==> src/rtl/evm_pkg.sv <==
// Shared types and helpers for the ballot sequencer: FSM state encoding and
// one-hot utilities used by the button qualifier.
package evm_pkg;

  localparam int N_CAND_DEF = 4;
  localparam int MAX_CAND   = 32;
  localparam int CIDX_W     = $clog2(MAX_CAND);

  typedef enum logic [2:0] {
    IDLE,
    ARMED,
    QUALIFY,
    COMMIT,
    RELEASE,
    CLOSED
  } state_t;

  function automatic logic onehot_valid(input logic [MAX_CAND-1:0] v);
    return $countones(v) == 1;
  endfunction

  // Lowest set bit wins; only meaningful when onehot_valid() is true.
  function automatic logic [CIDX_W-1:0] onehot_index(input logic [MAX_CAND-1:0] v);
    logic [CIDX_W-1:0] r;
    r = '0;
    for (int i = MAX_CAND-1; i >= 0; i--)
      if (v[i]) r = CIDX_W'(i);
    return r;
  endfunction

endpackage

==> src/rtl/button_qualifier.sv <==
// Single-button press qualifier: one-hot detect, index latch and hold counter.
// qualified means the press completes its hold requirement on this edge.
module button_qualifier
  import evm_pkg::*;
#(
  parameter int N_CAND      = N_CAND_DEF,
  parameter int HOLD_CYCLES = 4,
  localparam int IDX_W      = (N_CAND > 1) ? $clog2(N_CAND) : 1
) (
  input  logic              clock,
  input  logic              reset,
  input  logic [N_CAND-1:0] button,
  input  logic              start,
  input  logic              track,
  output logic              single_hot,
  output logic              held,
  output logic [IDX_W-1:0]  index,
  output logic              qualified
);

  localparam int HOLD_W = $clog2(HOLD_CYCLES + 1);

  logic [IDX_W-1:0]  idx_q;
  logic [IDX_W-1:0]  cur_idx;
  logic [HOLD_W-1:0] hold_q;

  assign single_hot = onehot_valid(MAX_CAND'(button));
  assign cur_idx    = IDX_W'(onehot_index(MAX_CAND'(button)));
  assign held       = (button == (N_CAND'(1) << idx_q));
  assign index      = start ? cur_idx : idx_q;

  // With HOLD_CYCLES==1 the first sighting in ARMED already qualifies.
  assign qualified  = start ? (single_hot && (HOLD_CYCLES == 1))
                            : (track && held && ((32'(hold_q) + 1) >= HOLD_CYCLES));

  always_ff @(posedge clock or negedge reset) begin
    if (!reset) begin
      hold_q <= '0;
      idx_q  <= '0;
    end else if (start && single_hot) begin
      hold_q <= HOLD_W'(1);
      idx_q  <= cur_idx;
    end else if (track && held) begin
      if (hold_q != HOLD_W'(HOLD_CYCLES)) hold_q <= hold_q + HOLD_W'(1);
    end else begin
      hold_q <= '0;
    end
  end

endmodule

==> src/rtl/vote_controller.sv <==
// Ballot sequencer: arms one ballot per officer issue, qualifies a held single
// button press and emits one registered one-hot valid_vote pulse per ballot.
module vote_controller
  import evm_pkg::*;
#(
  parameter int N_CAND         = N_CAND_DEF,
  parameter int HOLD_CYCLES    = 4,
  parameter int TIMEOUT_CYCLES = 1000,
  parameter int BALLOT_W       = 8
) (
  input  logic                clock,
  input  logic                reset,
  input  logic                ballot_issue,
  input  logic [N_CAND-1:0]   button,
  input  logic                close_poll,
  output logic [N_CAND-1:0]   valid_vote,
  output logic                ready,
  output logic                ballot_void,
  output logic                poll_closed,
  output logic [BALLOT_W-1:0] ballots_cast
);

  localparam int IDX_W = (N_CAND > 1) ? $clog2(N_CAND) : 1;
  localparam int TO_W  = $clog2(TIMEOUT_CYCLES + 1);

  state_t           state;
  logic [TO_W-1:0]  to_ctr;
  logic             bq_single, bq_held, bq_qual;
  logic [IDX_W-1:0] bq_index;
  logic             expire;

  button_qualifier #(
    .N_CAND      (N_CAND),
    .HOLD_CYCLES (HOLD_CYCLES)
  ) u_bq (
    .clock      (clock),
    .reset      (reset),
    .button     (button),
    .start      (state == ARMED),
    .track      (state == QUALIFY),
    .single_hot (bq_single),
    .held       (bq_held),
    .index      (bq_index),
    .qualified  (bq_qual)
  );

  // This is the TIMEOUT_CYCLES-th armed cycle.
  assign expire = (to_ctr == TO_W'(TIMEOUT_CYCLES - 1));

  always_ff @(posedge clock or negedge reset) begin
    if (!reset) begin
      state        <= IDLE;
      to_ctr       <= '0;
      valid_vote   <= '0;
      ready        <= 1'b0;
      ballot_void  <= 1'b0;
      poll_closed  <= 1'b0;
      ballots_cast <= '0;
    end else begin
      valid_vote  <= '0;
      ballot_void <= 1'b0;
      case (state)
        IDLE: begin
          if (close_poll) begin
            state       <= CLOSED;
            poll_closed <= 1'b1;
          end else if (ballot_issue) begin
            state  <= ARMED;
            ready  <= 1'b1;
            to_ctr <= '0;
          end
        end
        ARMED, QUALIFY: begin
          // Closure beats a completing vote; a completing vote beats timeout.
          if (close_poll) begin
            state       <= CLOSED;
            ready       <= 1'b0;
            poll_closed <= 1'b1;
          end else if (bq_qual) begin
            state      <= COMMIT;
            ready      <= 1'b0;
            valid_vote <= N_CAND'(1) << bq_index;
            if (ballots_cast != '1) ballots_cast <= ballots_cast + BALLOT_W'(1);
          end else if (expire) begin
            state       <= IDLE;
            ready       <= 1'b0;
            ballot_void <= 1'b1;
          end else begin
            to_ctr <= to_ctr + TO_W'(1);
            if (state == ARMED && bq_single) state <= QUALIFY;
            else if (state == QUALIFY && !bq_held) state <= ARMED;
          end
        end
        COMMIT: state <= RELEASE;
        RELEASE: begin
          if (close_poll) begin
            state       <= CLOSED;
            poll_closed <= 1'b1;
          end else if (button == '0) begin
            state <= IDLE;
          end
        end
        CLOSED: state <= CLOSED;
        default: begin
          state <= IDLE;
          ready <= 1'b0;
        end
      endcase
    end
  end

endmodule

==> config.mk <==
export PLATFORM = sky130hd
export DESIGN_NAME = vote_controller
export DESIGN_NICKNAME = d
export VERILOG_FILES = /design/src/rtl/evm_pkg.sv /design/src/rtl/button_qualifier.sv /design/src/rtl/vote_controller.sv
export SDC_FILE = /design/constraint.sdc
export NUM_CORES = 1
export LEC_CHECK = 0
export ABC_AREA = 1
export CORE_UTILIZATION = 41
export CTS_CLUSTER_SIZE = 14
export DETAILED_ROUTE_END_ITERATION = 7
export GPL_TIMING_DRIVEN = 0
export PLACE_DENSITY = 0.74
export SETUP_SLACK_MARGIN = 0.1
export SYNTH_ARGS = -nofsm -noshare
export SYNTH_HDL_FRONTEND = slang
export SYNTH_HIERARCHICAL = 1
export SYNTH_SLANG_ARGS = --single-unit
export TNS_END_PERCENT = 100
==> constraint.sdc <==
create_clock -name clock -period 1.7 [get_ports clock]
set_input_delay 0.255 -clock clock [delete_from_list [all_inputs] [get_ports clock]]
set_output_delay 0.255 -clock clock [all_outputs]
set_load 0.01 [all_outputs]
==> out/metrics.csv <==
metric,value,unit
fillCellCount,424,
crit_path_max_fanout,3,
end_kind,register,
vdd_drop_max,0.351,mV
core_region_area,0.00517,mm²
routed_wl,5260,µm
status,"finished, violations left",
fin_crit_sh,109,%
synth.distinct_cells,35,
syn-num-nets,313,
dpl.cell_count,390,
place.gp.congestion,0.839,
hp-class,input pin to asynchronous set/reset pin,
antenna_left,0,
routedWlPerCell,12.5,µm
netlist_area,0.00223,mm²
combPwrFrac,9.7,%
cts_inserted_buffers,5,
finalNetCount,366,
avgSynthCellArea,7.49,µm²
async_flop_share,100,%
drv_slew,0,
powerDensity,512,mW/mm²
grt_max_degree,34,
switching_share,23.7,%
area_delta_synth_final,34.6,%
dieWidth,75.8,µm
clockBufferDepth,2,
gr-total-overflow,0,
required,1.88,ns
p_int,1.17,mW
rr_startpoint,to_ctr[0],
fin_util,58.1,%
ios,23,
antenna_cells,0,
layout_setup_ws,-0.155,ns
ctsHtreeMaxLevel,2,
ff_latch_area,832,µm²
cts_root_buf,clkbuf_8,
final_common_cell,nand2_1,
avgViaCountPerCell,5.04,
die_height,75.8,µm
io_buffer_count,22,
rows,26,
floorplan.initialDensity,43.2,%
cp.arrival,2.04,ns
ys_ff_latch,33,
multi_input_area,0.00143,mm²
min_period,1.86,ns
numClockSinks,33,
p_seq_share,51.2,%
holdBufCountCts,0,
drv_cap,0,
switchingPower,0.364,mW
worstSetupStartpoint,button[0],
violations,setup timing,
layout-drive-gt1-share,29.3,%
fin_skew,0.0103,ns
design_power_total,1.54,mW
grt_antenna_before_repair,0,
maxSlewHeadroom,51.1,%
clk_latency,0.29,ns
drc,0,
startpoint_type,input pin,
grt_pass1_wl,8560,µm
drtIter0Drc,184,
hold_violations,0,
dp_hpwl,3390,µm
worst_pin_slew,0.734,ns
grt_pass1_vias,1979,
synth-edff-count,0,
syn-instance-count,298,
layout_common_cells,"83 x nand2_1, 28 x nor2_1, 28 x dfrtp_1",
synthFlopType,dfrtp_1,
vias,2120,
fin_cells,421,
setup_viol,23,
cts_tree,built,
yosysWarnings,6,
clockPowerShare,39.2,%
drt_pass1_iterations,5,
rsz0062_at_grt,yes,
timing_worst_setup_path_type,input pin to register,
max_freq,539,MHz
yosysSeqAreaShare,37.0,%
power.leakage,1.46,nW
grt_usage,19.8,%
dieArea,0.00574,mm²
cts.reportedPaths.clkPinSlew,0.07,ns
==> power groups by stage <==
stage                     clock (mW)  sequential, mW  combinational (mW)
after global routing           0.648           0.786               0.164
after CTS                      0.615           0.787               0.137
after detailed placement           0           0.802               0.118
after floorplan                    0           0.802              0.0654
final                          0.602           0.787               0.149
after global placement             0           0.802               0.117
==> timing repair <==
item | in CTS | in global routing
endpoints found under the setup margin | 31 | 31
resized for setup | 55 | 12
pin swaps | 35 | 19
cloned | 2 | 0
setup buffers | 16 | 7
==> path summary, 6_finish.rpt <==
kind,cells after the start,to,slack (ns)
setup / recovery,14,state[0],-0.16
hold / removal,1,poll_closed,0.02
setup reg to reg,10,state[0],-0.11
hold reg to reg,1,poll_closed,0.48
max in group asynchronous,1,u_bq/idx_q[1],1.16
min in group clock,4,u_bq/idx_q[1],0.30
==> state kept, by name, summed over array words and instances, names as in the netlist <==
signal        flops
to_ctr           10
ballots_cast      8
valid_vote        4
state             3
u_bq/hold_q       3
u_bq/idx_q        2
ballot_void       1
poll_closed       1
ready             1
==> synthesized netlist by cell type, drive strengths merged (2+ instances only) <==
cell    count  area share [%]
nand2     101              18
nor2       40              10
inv        38             6.6
dfrtp      33              37
nand3      16             3.8
o21ai      15             4.5
nor3       11             2.7
xor2        9             3.5
a21oi       7             1.6
ha          6             3.4
nand4       6             2.2
xnor2       5             2.0
o21bai      2            0.67
==> layer usage <==
metal  GRT usage, %  wire, µm  up-vias  part of all wire (%)
met1           25.3      2330      982                    44
met2           32.2      2510       59                    48
met5              0         0        -                     0
met3           4.76       304       15                   5.8
li1               -         -     1064                     -
met4           7.82       117        0                   2.2
==> layout make-up <==
| cell class | count | area share (%) |
|---|---|---|
| repair buffers | 44 | 13.4 |
| multi-input cells | 228 | 47.4 |
| flip-flops and latches | 33 | 27.7 |
| inverters | 39 | 5.70 |
| clock buffers | 7 | 2.87 |
| well taps | 70 | 2.91 |
==> logic make-up (layout without fill, tap and decap cells) <==
group	Yosys count	in the layout	share of synthesized area, %
simple gates	178	178	38.6
flops	33	33	37.0
buf+inv	39	90	6.78
compound gates	27	29	7.85
xor+xnor	14	14	5.49
fa+ha+maj	7	7	4.26
==> critical path, stage by stage <==
cell,delay [ns]
buf_8,0.08
inv_4,0.03
fa_1,0.52
inv_1,0.04
ha_2,0.31
inv_2,0.04
nor3_4,0.23
nand2_2,0.09
nand2_2,0.11
nand2_1,0.09
nand2_1,0.08
nand2_1,0.05
nand2_1,0.06
nand2_1,0.06
==> stage by stage <==
| step | setup TNS [ns] | instance area (µm²) | setup WS (ns) | hold slack (ns) |
|---|---|---|---|---|
| 2_1_floorplan | -0.400 | 2280 | -0.182 | -0.0406 |
| 3_3_place_gp | -28.57 | 2590 | -1.02 | 0.456 |
| 3_5_place_dp | -18.92 | 2580 | -1.03 | 0.366 |
| 4_1_cts | -0.927 | 2930 | -0.107 | 0.0618 |
| 5_1_grt | -5.62 | 3010 | -0.257 | 0.0861 |
| 6_report | -1.35 | 3010 | -0.155 | 0.0205 |
(Power assumes the default switching activity.)
